**src/rtl/dac_tx_seq_ctrl_if.sv**
```systemverilog
// Sample stream from the TX baseband plus the write side of the DAC sample FIFO.
// master: the sequencer; slave: the surrounding baseband/FIFO logic.
interface dac_tx_seq_ctrl_if #(
   parameter int unsigned IQ_DATA_WIDTH = 16
);
   logic [2*IQ_DATA_WIDTH-1:0] s_data;
   logic                       s_valid;
   logic                       s_ready;
   logic [2*IQ_DATA_WIDTH-1:0] data_to_dac;
   logic                       data_valid_to_dac;
   logic                       fulln_from_dac;

   modport master (
      input  s_data, s_valid, fulln_from_dac,
      output s_ready, data_to_dac, data_valid_to_dac
   );

   modport slave (
      output s_data, s_valid, fulln_from_dac,
      input  s_ready, data_to_dac, data_valid_to_dac
   );
endinterface

```
**src/rtl/dac_tx_seq_ctrl.sv**
```systemverilog
// Acc-domain sequencer that hands the DAC from DMA to the accelerator for one burst of IQ samples.
// Optional underrun watchdog is compiled in with DAC_TX_SEQ_UNDERRUN_EN.
module dac_tx_seq_ctrl #(
   parameter int unsigned IQ_DATA_WIDTH = 16,
   parameter int unsigned LEN_WIDTH     = 16,
   parameter int unsigned CNT_WIDTH     = 8,
   parameter int unsigned MIN_SETUP     = 8
) (
   input  logic                 acc_clk,
   input  logic                 acc_rstn,
   input  logic                 tx_start,
   input  logic                 tx_abort,
   input  logic [LEN_WIDTH-1:0] tx_len,
   input  logic                 tx_ant,
   input  logic [CNT_WIDTH-1:0] cfg_setup_cycles,
   input  logic [CNT_WIDTH-1:0] cfg_drain_cycles,
`ifdef DAC_TX_SEQ_UNDERRUN_EN
   input  logic [CNT_WIDTH-1:0] cfg_underrun_lim,
   output logic                 tx_underrun,
`endif
   dac_tx_seq_ctrl_if.master    tx_if,
   output logic                 src_sel,
   output logic                 ant_flag,
   output logic                 tx_busy,
   output logic                 tx_done,
   output logic                 tx_aborted
);

   typedef enum logic [2:0] {StIdle, StSetup, StStream, StDrain, StDone} state_e;

   localparam logic [CNT_WIDTH-1:0] MinSetup = CNT_WIDTH'(MIN_SETUP);

   state_e                     state_q;
   logic [LEN_WIDTH-1:0]       remain_q;
   logic [CNT_WIDTH-1:0]       cnt_q;
   logic                       aborted_q;
   logic [2*IQ_DATA_WIDTH-1:0] data_q;
   logic                       data_valid_q;

   logic                       start_ok;
   logic                       handshake;
   logic                       last_hs;
   logic                       urun_hit;
   logic                       abort_req;
   logic [CNT_WIDTH-1:0]       setup_load;

   assign start_ok   = (state_q == StIdle) && tx_start && (tx_len != '0);
   assign tx_if.s_ready = (state_q == StStream) && tx_if.fulln_from_dac;
   assign handshake  = tx_if.s_ready && tx_if.s_valid;
   assign last_hs    = handshake && (remain_q == LEN_WIDTH'(1));
   assign abort_req  = tx_abort || urun_hit;
   // Setup guard never shorter than the src_sel/ant_flag synchroniser depth in the DAC domain.
   assign setup_load = (cfg_setup_cycles > MinSetup) ? cfg_setup_cycles : MinSetup;

   assign tx_if.data_to_dac       = data_q;
   assign tx_if.data_valid_to_dac = data_valid_q;

`ifdef DAC_TX_SEQ_UNDERRUN_EN
   logic [CNT_WIDTH-1:0] urun_cnt_q;
   logic                 urun_idle;
   logic                 underrun_q;

   // Starved cycle: the FIFO has room but upstream has nothing to give.
   assign urun_idle = (state_q == StStream) && !tx_if.s_valid && tx_if.fulln_from_dac;
   assign urun_hit  = urun_idle && (cfg_underrun_lim != '0) &&
                      ((urun_cnt_q + CNT_WIDTH'(1)) == cfg_underrun_lim);

   always_ff @(posedge acc_clk or negedge acc_rstn) begin
      if (!acc_rstn) begin
         urun_cnt_q <= '0;
         underrun_q <= 1'b0;
      end else begin
         urun_cnt_q <= (urun_idle && !urun_hit) ? urun_cnt_q + CNT_WIDTH'(1) : '0;
         if (start_ok) begin
            underrun_q <= 1'b0;
         end else if (urun_hit) begin
            underrun_q <= 1'b1;
         end
      end
   end

   assign tx_underrun = underrun_q;
`else
   assign urun_hit = 1'b0;
`endif

   always_ff @(posedge acc_clk or negedge acc_rstn) begin
      if (!acc_rstn) begin
         state_q      <= StIdle;
         remain_q     <= '0;
         cnt_q        <= '0;
         aborted_q    <= 1'b0;
         data_q       <= '0;
         data_valid_q <= 1'b0;
         src_sel      <= 1'b0;
         ant_flag     <= 1'b0;
         tx_busy      <= 1'b0;
         tx_done      <= 1'b0;
         tx_aborted   <= 1'b0;
      end else begin
         tx_done      <= 1'b0;
         tx_aborted   <= 1'b0;
         data_valid_q <= 1'b0;
         unique case (state_q)
            StIdle: begin
               if (start_ok) begin
                  state_q   <= StSetup;
                  remain_q  <= tx_len;
                  ant_flag  <= tx_ant;
                  src_sel   <= 1'b1;
                  tx_busy   <= 1'b1;
                  cnt_q     <= setup_load;
                  aborted_q <= 1'b0;
               end
            end
            StSetup: begin
               if (abort_req) begin
                  state_q   <= StDrain;
                  cnt_q     <= cfg_drain_cycles;
                  aborted_q <= 1'b1;
               end else if (cnt_q == '0) begin
                  state_q <= StStream;
               end else begin
                  cnt_q <= cnt_q - CNT_WIDTH'(1);
               end
            end
            StStream: begin
               if (handshake) begin
                  data_q       <= tx_if.s_data;
                  data_valid_q <= 1'b1;
                  remain_q     <= remain_q - LEN_WIDTH'(1);
               end
               // Completing the last sample wins over a coincident abort.
               if (last_hs) begin
                  state_q <= StDrain;
                  cnt_q   <= cfg_drain_cycles;
               end else if (abort_req) begin
                  state_q   <= StDrain;
                  cnt_q     <= cfg_drain_cycles;
                  aborted_q <= 1'b1;
               end
            end
            StDrain: begin
               if (cnt_q == '0) begin
                  state_q    <= StDone;
                  tx_done    <= 1'b1;
                  tx_aborted <= aborted_q;
               end else begin
                  cnt_q <= cnt_q - CNT_WIDTH'(1);
               end
            end
            StDone: begin
               state_q <= StIdle;
               src_sel <= 1'b0;
               tx_busy <= 1'b0;
            end
            default: state_q <= StIdle;
         endcase
      end
   end

endmodule

```
**src/flat_wrapper.sv**
```systemverilog
// flat-port wrapper written by rule: the top's interface ports become plain ports
module dac_tx_seq_ctrl_flat 
#(
   parameter int unsigned IQ_DATA_WIDTH = 16,
   parameter int unsigned LEN_WIDTH     = 16,
   parameter int unsigned CNT_WIDTH     = 8,
   parameter int unsigned MIN_SETUP     = 8
)
  (acc_clk, acc_rstn, tx_start, tx_abort, tx_len, tx_ant, cfg_setup_cycles, cfg_drain_cycles, src_sel, ant_flag, tx_busy, tx_done, tx_aborted, tx_if_s_data, tx_if_s_valid, tx_if_fulln_from_dac, tx_if_s_ready, tx_if_data_to_dac, tx_if_data_valid_to_dac);
  dac_tx_seq_ctrl_if #(.IQ_DATA_WIDTH(IQ_DATA_WIDTH)) tx_if_i ();
  input  logic acc_clk;
  input  logic acc_rstn;
  input  logic tx_start;
  input  logic tx_abort;
  input  logic [LEN_WIDTH-1:0] tx_len;
  input  logic tx_ant;
  input  logic [CNT_WIDTH-1:0] cfg_setup_cycles;
  input  logic [CNT_WIDTH-1:0] cfg_drain_cycles;
  output logic src_sel;
  output logic ant_flag;
  output logic tx_busy;
  output logic tx_done;
  output logic tx_aborted;
  input wire logic [$bits(tx_if_i.s_data)-1:0] tx_if_s_data;
  input wire logic [$bits(tx_if_i.s_valid)-1:0] tx_if_s_valid;
  input wire logic [$bits(tx_if_i.fulln_from_dac)-1:0] tx_if_fulln_from_dac;
  output wire logic [$bits(tx_if_i.s_ready)-1:0] tx_if_s_ready;
  output wire logic [$bits(tx_if_i.data_to_dac)-1:0] tx_if_data_to_dac;
  output wire logic [$bits(tx_if_i.data_valid_to_dac)-1:0] tx_if_data_valid_to_dac;
  assign tx_if_i.s_data = tx_if_s_data;
  assign tx_if_i.s_valid = tx_if_s_valid;
  assign tx_if_i.fulln_from_dac = tx_if_fulln_from_dac;
  assign tx_if_s_ready = tx_if_i.s_ready;
  assign tx_if_data_to_dac = tx_if_i.data_to_dac;
  assign tx_if_data_valid_to_dac = tx_if_i.data_valid_to_dac;
  dac_tx_seq_ctrl #(.IQ_DATA_WIDTH(IQ_DATA_WIDTH), .LEN_WIDTH(LEN_WIDTH), .CNT_WIDTH(CNT_WIDTH), .MIN_SETUP(MIN_SETUP)) u_core (.acc_clk(acc_clk), .acc_rstn(acc_rstn), .tx_start(tx_start), .tx_abort(tx_abort), .tx_len(tx_len), .tx_ant(tx_ant), .cfg_setup_cycles(cfg_setup_cycles), .cfg_drain_cycles(cfg_drain_cycles), .tx_if(tx_if_i), .src_sel(src_sel), .ant_flag(ant_flag), .tx_busy(tx_busy), .tx_done(tx_done), .tx_aborted(tx_aborted));
endmodule
```
**config.mk**
```make
export PLATFORM = sky130hd
export DESIGN_NAME = dac_tx_seq_ctrl_flat
export DESIGN_NICKNAME = d
export VERILOG_FILES = /design/src/rtl/dac_tx_seq_ctrl_if.sv /design/src/rtl/dac_tx_seq_ctrl.sv /design/src/flat_wrapper.sv
export SDC_FILE = /design/constraint.sdc
export NUM_CORES = 1
export LEC_CHECK = 0
export BUFFER_PORTS_ARGS = -buffer_cell sky130_fd_sc_hd__buf_2
export CAP_MARGIN = 20
export CORE_ASPECT_RATIO = 0.75
export CORE_MARGIN = 2
export CORE_UTILIZATION = 51
export CTS_BUF_LIST = sky130_fd_sc_hd__clkbuf_16
export DETAILED_ROUTE_END_ITERATION = 12
export PLACE_DENSITY = 0.77
export SLEW_MARGIN = 10
export SYNTH_ARGS = -nofsm -noshare
export SYNTH_HDL_FRONTEND = slang
export SYNTH_SLANG_ARGS = --single-unit
export TNS_END_PERCENT = 20
```
**constraint.sdc**
```tcl
create_clock -name acc_clk -period 2.5 [get_ports acc_clk]
set_clock_uncertainty 0.15 [all_clocks]
set_input_delay 0.125 -clock acc_clk [delete_from_list [all_inputs] [get_ports acc_clk]]
set_output_delay 0.125 -clock acc_clk [all_outputs]
set_load 0.05 [all_outputs]
```
# ---- After elaboration in Yosys (flattened, before gate mapping)
# Index checks and enable logic that the tools add are counted.
dict set report word_totals {
  mem_bits_ro 0
  mem_bits_rw 0
  mem_count 0
  register_bits 65
  output_inout_bits 39
  latchBits 0
  elab_cells 72
}
dict set report classes {
  n_shift 0
  bitwise 0
  n_div 0
  n_mux 29
  mul 0
  n_addsub 2
  magnitude_cmp 1
  n_eq_ne 11
  n_reduce_logical 19
}
# operator n
set ops {}
lappend ops {{$mux 8} 6}
lappend ops {{$mux 16} 2}
lappend ops {{$pmux 16 s2} 1}
lappend ops {{$pmux 8 s4} 1}
lappend ops {{$mux 3} 6}
lappend ops {{$eq 16x1->1 const B} 1}
lappend ops {{$reduce_bool 16->1} 1}
lappend ops {{$sub 16x1->16 const B} 1}
lappend ops {{$pmux 3 s4} 1}
lappend ops {{$mux 1} 10}
lappend ops {{$reduce_and 3->1} 3}
lappend ops {{$gt 8x4->1 const B} 1}
lappend ops {{$logic_not 8->1} 1}
lappend ops {{$sub 8x1->8 const B} 1}
lappend ops {{$eq 3x2->1 const B} 2}
lappend ops {{$ne 2x1->1 const B} 3}
lappend ops {{$ne 3x2->1 const B} 2}
lappend ops {{$reduce_and 2->1} 3}
lappend ops {{$logic_and 1x1->1} 5}
lappend ops {{$reduce_and 4->1} 1}
lappend ops {{$reduce_bool 2->1} 2}
lappend ops {{$reduce_bool 4->1} 1}
lappend ops {{$eq 3x1->1 const B} 1}
lappend ops {{$eq 3x3->1 const B} 1}
lappend ops {{5 further kinds} 5}

# ---- Longest topological paths before layout
# Gate-level depths: netlist (run 1).
dict set report logic_depth {
  word_depth 6
  depth_mapped 9
}

# ---- Worst setup path after synthesis (run 1)
# No wires, ideal clock.
dict set report synth_path {
  kind {register to register}
  startpoint {register u_core.cnt_q[0]}
  endpoint {register u_core.cnt_q[4]}
  setup_time_ps 125
  path_buffers 0
  slack_ps 454
  t_required_ps 2225
  t_arrival_ps 1771
  stages_incl_launch_ff 8
  cell_sequence {dfrtp_1 > inv_1 > ha_1 > or4b_4 > o211ai_4 > a2bb2oi_1 > o21ai_0 > mux2_2}
}
dict set report synth_via {
  elab_chain_len 4
}
# item line
set synth_lines {}
lappend synth_lines {{from (decl)} dac_tx_seq_ctrl.sv:35} ;# logic [CNT_WIDTH-1:0] cnt_q;
lappend synth_lines {{from (signal assigned)} dac_tx_seq_ctrl.sv:112} ;# cnt_q <= setup_load;
lappend synth_lines {{from (signal assigned)} dac_tx_seq_ctrl.sv:119} ;# cnt_q <= cfg_drain_cycles;
lappend synth_lines {{from (signal assigned)} dac_tx_seq_ctrl.sv:124} ;# cnt_q <= cnt_q - CNT_WIDTH'(1);
lappend synth_lines {{$sub 8x1->8 / $logic_not 8->1 (equally long branches)} n/a}
lappend synth_lines {{$mux 8 *} {dac_tx_seq_ctrl.sv:121, dac_tx_seq_ctrl.sv:144}}
lappend synth_lines {{$mux 8} dac_tx_seq_ctrl.sv:117} ;# if (abort_req) begin
lappend synth_lines {{$pmux 8 s4 *} dac_tx_seq_ctrl.sv:104} ;# unique case (state_q)
# Every way passes the cells marked *; elsewhere a longest branch is shown, timed or not.
# A chain may end at the register's enable or synchronous reset.

# ---- Worst setup path in the final report (run 1)
dict set report layout_path {
  startpoint {register u_core.state_q[2]}
  endpoint {register u_core.cnt_q[6]}
}
dict set report layout_via {
  elab_chain_len 6
}
# item line
set layout_lines {}
lappend layout_lines {{from (decl)} dac_tx_seq_ctrl.sv:33} ;# state_e state_q;
lappend layout_lines {{from (signal assigned)} dac_tx_seq_ctrl.sv:89} ;# state_q <= StIdle;
lappend layout_lines {{from (signal assigned)} dac_tx_seq_ctrl.sv:107} ;# state_q <= StSetup;
lappend layout_lines {{from (signal assigned)} dac_tx_seq_ctrl.sv:118} ;# state_q <= StDrain;
lappend layout_lines {{$eq 3x2->1} {dac_tx_seq_ctrl.sv:48, dac_tx_seq_ctrl.sv:104}}
lappend layout_lines {{$logic_and 1x1->1} dac_tx_seq_ctrl.sv:48} ;# assign tx_if.s_ready = (state_q == StStream) && tx_if.fulln_from_dac;
lappend layout_lines {{$logic_and 1x1->1} dac_tx_seq_ctrl.sv:49} ;# assign handshake = tx_if.s_ready && tx_if.s_valid;
lappend layout_lines {{$logic_and 1x1->1} dac_tx_seq_ctrl.sv:50} ;# assign last_hs = handshake && (remain_q == LEN_WIDTH'(1));
lappend layout_lines {{$mux 8 / $ne 3x2->1 (equally long branches)} n/a}
lappend layout_lines {{$pmux 8 s4 / $reduce_and 3->1 (equally long branches)} n/a}
lappend layout_lines {{to (signal assigned)} dac_tx_seq_ctrl.sv:112}
lappend layout_lines {{to (signal assigned)} dac_tx_seq_ctrl.sv:136} ;# cnt_q <= cfg_drain_cycles;
lappend layout_lines {{to (signal assigned)} dac_tx_seq_ctrl.sv:139} ;# cnt_q <= cfg_drain_cycles;
# Parallel ways exist; a longest one is shown, timed or not.

==> impl_metrics.yaml, run 1 <==
status:
  status: "completed"
global_routing:
  grt_pass1_vias: 3050
  grt_pass1_wl_mm: 15.3
  antenna_found_initial: 0
  track_usage_pct: 26.6
  gr-total-overflow: 0
  grt_max_degree: 40
routing:
  route.detailed.wl_per_inst_microns: 17.1
  vias: 3164
  wirelength_mm: 9.53
  drtIter0Drc: 228
  vias_per_cell: 5.68
  drtPass1Iterations: 4
  drc: 0
  ant_nets: 0
critical_path:
  cp_max_fo: 39
  critPathLaunchType: "flop"
  cp_num_cells: 6
  critPathKind: "flop to flop"
  critPathTopFamily: "simple AND/OR/NAND/NOR gates"
  critical_path.cell_chain: "nor3b_4, buf_4, nand2b_1, a31oi_4, nor2_2, mux2_1"
  critical_path.slowest_cell: "dfrtp_1"
  reg2reg_depth: 6
  critPathMaxStageDelay_ns: 0.50
  cp_num_buf_inv: 1
  cp_data_arrival_time_ns: 2.32
  critPathRequiredTime_ns: 2.55
  crit_path_end_kind: "flop"
clock_network:
  htree_levels: 3
  clockBufferDepth: 2
  cts_made_buffers: 9
  clock-sinks: 65
  clock-root-buffer: "clkbuf_16"
  clk-insertion-delay-late_ns: 0.33
  clk_pin_slew_worst_paths_ns: 0.06
  cts_tree: "yes"
yosys:
  synth-compound-area-share_pct: 17.5
  ys.flop_type: "dfrtp_1"
  synth_simple_gate_area_share_pct: 17.2
  synth_mux_area_share_pct: 11.9
  synthCells: 320
  netlist_top_cells_area: "dfrtp_1, mux2_2, a21oi_1"
  synth_top_area_share_pct: 47.9
  netlist_area_sq_um: 3400
  yosys_warnings: 0
  synthXorXnorAreaFrac_pct: 0.515
  synth_top_family_by_area: "compound AO/OA/AOI/OAI gates"
  ys_types: 57
  synth.ff_latch_count: 65
  syn_avg_cell_area_sq_um: 10.6
  synthArstFlopShare_pct: 100
  synth_edf_count: 0
  syn-num-nets: 395
  yosysSeqAreaShare_pct: 47.9
  synth_top_cell_by_area: "dfrtp_1"
  synthAdderAreaFrac_pct: 1.47
final_layout:
  final_common_cell: "buf_2"
  area_delta_synth_final_pct: 39.4
  fill_cells: 448
  nets: 546
  post-route-util_pct: 74.2
  drive_gt1_share_pct: 37.4
  final_cell_mix: "buf_2, dfrtp_1, dlygate4sd3_1"
  antennaDiodeCount: 0
flow_run:
  cap_violations: 0
sta:
  report.final.slew_viol_count: 0
  rsz0062_at_grt: "false"
  finalCritPeriodShare_pct: 90.8
  fin_crit_ns: 2.27
  worst_pin_slew_ns: 0.721
  fin_tns_setup_ns: 0
  setup_viol: 0
  max-slew-margin-rel_pct: 51.9
  hold_violations: 0
  fmax_mhz: 441
floorplan:
  die_y_microns: 74.7
  fp.dieW_microns: 98.3
  core_area_sq_um: 6380
  ios: 110
  row_count: 25
  die_area_sq_um: 7340
  initial_core_util_pct: 53.3
power_and_ir_drop:
  p_per_area_nw_per_um2: 1330
  seq_power_share_pct: 32.3
  power_frac_comb_pct: 46.2
  power.leakage_nw: 2.14
  clkPwrFrac_pct: 21.5
  ir_drop_v: 0.000982
  switchingPower_w: 0.00288
  swShare_pct: 45.8
  p_int_w: 0.00342
placed_design:
  dpl.hpwl_mm: 6.20
  place.gp.congestion: 0.899
  port-buffer-count: 109
hold_path:
  hold_depth: 4
  hp-class: "input port to flop"
## timing repair
item	4_1_cts	5_1_grt
hold buffers	39	0
endpoints found under the setup margin	0	0
setup buffers	0	0
endpoints found under the hold margin	69	0
resized for setup	0	0
## metal layers
metal	global-route usage [%]	routed length (microns)	share of wire [%]	vias to the layer above
met5	0	0	0	-
met4	7.31	129	1.4	0
met3	7.24	768	8.1	14
met2	43.1	4430	46	160
met1	36.3	4200	44	1489
li1	-	-	-	1501
## state kept, by name (all words and copies together) (netlist names)
name,flops
u_core.src_sel,1
u_core.tx_done,1
u_core.cnt_q,8
u_core.tx_if.data_valid_to_dac,1
u_core.tx_if.data_to_dac,32
u_core.state_q,3
u_core.ant_flag,1
u_core.aborted_q,1
u_core.remain_q,16
u_core.tx_aborted,1
## area by class of cell
| class | count | area, sq um | share of cell area, % |
|---|---|---|---|
| clock inverter | 7 | 95.1 | 2.01 |
| clock buffer | 9 | 225 | 4.75 |
| timing repair buffer | 157 | 1020 | 21.4 |
| multi-input combinational | 232 | 1650 | 34.8 |
| sequential | 65 | 1630 | 34.3 |
| inverter | 6 | 22.5 | 0.475 |
| tap | 81 | 101 | 2.14 |
## path summary, 6_finish.rpt
| check | end | startpoint | slack (ns) |
|---|---|---|---|
| worst max-delay path | u_core.cnt_q[6] | u_core.state_q[2] | 0.23 |
| min in group asynchronous | u_core.tx_if.data_to_dac[21] | acc_rstn | 0.28 |
| worst min-delay path | u_core.cnt_q[0] | cfg_setup_cycles[0] | 0.01 |
| worst max register to register | u_core.cnt_q[6] | u_core.state_q[2] | 0.23 |
| max in group asynchronous | u_core.tx_aborted | acc_rstn | 1.28 |
| worst min register to register | u_core.tx_if.data_to_dac[22] | u_core.tx_if.data_to_dac[22] | 0.35 |
## power by group through the flow
| stage | combinational (W) | sequential (W) | clock (W) |
|---|---|---|---|
| after floorplan | 0.00125 | 0.00288 | 0 |
| after global placement | 0.00276 | 0.00198 | 0 |
| after detailed placement | 0.00282 | 0.00201 | 0 |
| after CTS | 0.00288 | 0.00200 | 0.00137 |
| after global routing | 0.00312 | 0.00209 | 0.00141 |
| final | 0.00291 | 0.00203 | 0.00136 |
## Yosys cell counts (5+ instances only)
library cell,instances
a21oi_1,30
buf_2,7
dfrtp_1,65
inv_1,6
mux2_2,34
nand2_1,19
nand2b_1,8
nand3_1,5
nor2_1,23
nor3_1,10
nor4_1,7
o21ai_0,13
o22a_1,6
o31ai_1,5
or3_1,6
## tightest hold or removal path: stages
cell and delay [ns]:
buf_2 0.07, nand2_1 0.04, nand2_1 0.06, a32o_1 0.16
## stage by stage
step / instance area (sq um) / total power [W] / std cells / setup WS [ns] / hold WS (ns)
floorplan: 3400 / 0.00413 / 320 / 0.454 / -0.321
global placement: 4030 / 0.00474 / 502 / 0.277 / 0.0610
detailed placement: 4030 / 0.00482 / 502 / 0.253 / 0.0642
CTS: 4740 / 0.00625 / 557 / 0.243 / 0.000397
global route: 4740 / 0.00663 / 557 / 0.0998 / 0.0253
finish: 4740 / 0.00630 / 557 / 0.231 / 0.0114
## cell families after synthesis
family,Yosys count
compound gates,87
xor+xnor,2
fa+ha+maj,4
buf+inv,23
flops,65
mux,36
simple gates,103
Note: power is estimated with default switching activity, not from simulation.
==> inputs of run 2 (changes only) <==
--- a/config.mk
+++ b/config.mk
@@ -8,11 +8,11 @@
 export BUFFER_PORTS_ARGS = -buffer_cell sky130_fd_sc_hd__buf_2
 export CAP_MARGIN = 20
 export CORE_ASPECT_RATIO = 0.75
-export CORE_MARGIN = 2
+export CORE_MARGIN = 5
 export CORE_UTILIZATION = 51
 export CTS_BUF_LIST = sky130_fd_sc_hd__clkbuf_16
 export DETAILED_ROUTE_END_ITERATION = 12
-export PLACE_DENSITY = 0.77
+export PLACE_DENSITY_LB_ADDON = 0.12
 export SLEW_MARGIN = 10
 export SYNTH_ARGS = -nofsm -noshare
 export SYNTH_HDL_FRONTEND = slang
==> impl_metrics.yaml, run 2 (synthesis gave the netlist of run 1 again) <==
final_layout:
  final_cell_mix: "buf_2, dfrtp_1, dlygate4sd3_1"
  drive_gt1_share_pct: 37.5
  largest_register_ffs: 32
  area_delta_synth_final_pct: 39.8
  antennaDiodeCount: 0
  nets: 548
  final_common_cell: "buf_2"
  post-route-util_pct: 74.5
power_and_ir_drop:
  finalPower_w: 0.00628
  seq_power_share_pct: 32.4
  power_frac_comb_pct: 46.2
  swShare_pct: 45.7
  ir_drop_v: 0.00113
  p_per_area_nw_per_um2: 1320
  p_int_w: 0.00341
  clkPwrFrac_pct: 21.3
  switchingPower_w: 0.00286
  power.leakage_nw: 2.13
clock_network:
  clk-insertion-delay-late_ns: 0.33
  htree_levels: 3
  clk_pin_slew_worst_paths_ns: 0.06
  clock-sinks: 65
  cts-resized-gates: 0
  cts_tree: "yes"
  clockBufferDepth: 2
  cts_made_buffers: 9
  clock-root-buffer: "clkbuf_16"
critical_path:
  crit_path_end_kind: "flop"
  cp_num_buf_inv: 3
  critical_path.cell_chain: "dlygate4sd3_1, buf_2, nor4_1, a41oi_1, buf_4, a21o_1, o21a_1, o22a_1"
  cp_data_arrival_time_ns: 2.43
  critical_path.slowest_cell: "dlygate4sd3_1"
  critPathRequiredTime_ns: 2.56
  critPathLaunchType: "input port"
  cp_max_fo: 18
  critPathKind: "input port to flop"
  critPathTopFamily: "compound AO/OA/AOI/OAI gates"
  critPathMaxStageDelay_ns: 0.53
global_routing:
  gr-total-overflow: 0
  grt_max_degree: 39
  grt_pass1_wl_mm: 16.2
  track_usage_pct: 24.6
  grt_pass1_vias: 3183
  antenna_found_initial: 0
sta:
  setup_viol: 0
  fin_tns_setup_ns: 0
  hold_ws_ns: 0.00581
  rsz0062_at_grt: "false"
  report.final.slew_viol_count: 0
  fin_crit_ns: 2.37
  worst_pin_slew_ns: 0.716
  fmax_mhz: 422
  max-slew-margin-rel_pct: 52.3
  hold_violations: 0
  fin_ws_ns: 0.131
  finalCritPeriodShare_pct: 94.8
routing:
  drtIter0Drc: 140
  vias_per_cell: 5.67
  ant_nets: 0
  vias: 3165
  route.detailed.wl_per_inst_microns: 17.7
  drtPass1Iterations: 4
  drc: 0
  wirelength_mm: 9.90
placed_design:
  dpl.hpwl_mm: 6.53
  place_ws_ns: 0.276
  port-buffer-count: 109
  place.gp.congestion: 0.890
floorplan:
  initial_core_util_pct: 53.3
  fp.dieW_microns: 104
  row_count: 25
  die_y_microns: 80.7
  die_area_sq_um: 8410
  ios: 110
  core_area_sq_um: 6380
hold_path:
  hp-class: "input port to flop"
flow_run:
  cap_violations: 0
status:
  status: "completed"
==> run 2: cell count changes in the layout (fill, tap and decap cells not counted) <==
cell / before / now
clkinvlp_4: 0 / 2
clkinv_4: 2 / 1
clkinv_2: 1 / 0
inv_1: 7 / 6
buf_4: 8 / 9
dlygate4sd3_1: 39 / 40
==> run 2: cell type report <==
class | instances | area (sq um)
clock inverter | 6 | 92.6
clock buffer | 9 | 225
tap | 81 | 101
fill | 448 | 1630
inverter | 6 | 22.5
multi-input combinational | 232 | 1650
timing repair buffer | 159 | 1030
sequential | 65 | 1630
==> run 2: repair_timing <==
action	in CTS	in global routing
hold buffers	40	0
hold endpoints to repair	67	0
buffers inserted	0	0
==> run 2: final timing paths <==
check / start / end / slack, ns / depth (start not counted)
worst min register to register: u_core.tx_if.data_to_dac[27] / u_core.tx_if.data_to_dac[27] / 0.36 / 1
max in group asynchronous: acc_rstn / u_core.tx_if.data_to_dac[8] / 1.32 / 3
min in group asynchronous: acc_rstn / u_core.remain_q[3] / 0.24 / 2
worst max register to register: u_core.cnt_q[0] / u_core.cnt_q[4] / 0.27 / 7
worst min-delay path: tx_len[13] / u_core.remain_q[13] / 0.006 / 3
worst max-delay path: tx_len[11] / u_core.remain_q[9] / 0.13 / 8
==> run 2: worst reg2reg max path, delay by kind of cell (launching register included) <==
kind                       cells  cell delay (ns)
AOI/OAI and AO/OA              3             0.57
and+or+nand+nor                1             0.47
DFF                            1             0.40
muxes                          1             0.26
adders and majority gates      1             0.16
buffers and inverters          1             0.09
==> run 2: power groups by stage <==
stage                     registers [W]  logic (W)  clock network [W]
after floorplan                 0.00288    0.00125                  0
after global placement          0.00198    0.00278                  0
after detailed placement        0.00201    0.00284                  0
after CTS                       0.00200    0.00289            0.00135
after global routing            0.00210    0.00313            0.00141
final                           0.00203    0.00290            0.00134
==> run 2: through the flow <==
| stage | cell area, sq um | instances |
|---|---|---|
| after detailed placement | 4030 | 503 |
| after floorplan | 3400 | 320 |
| after CTS | 4750 | 558 |
| after global routing | 4750 | 558 |
| final | 4750 | 558 |
| after global placement | 4030 | 503 |
==> run 2: layer usage <==
layer | vias up | track usage [%] | routed length [microns]
li1 | 1501 | - | -
met1 | 1515 | 31.0 | 4210
met2 | 133 | 38.7 | 4640
met3 | 16 | 10.8 | 900
met4 | 0 | 6.73 | 157
met5 | - | 0 | 0
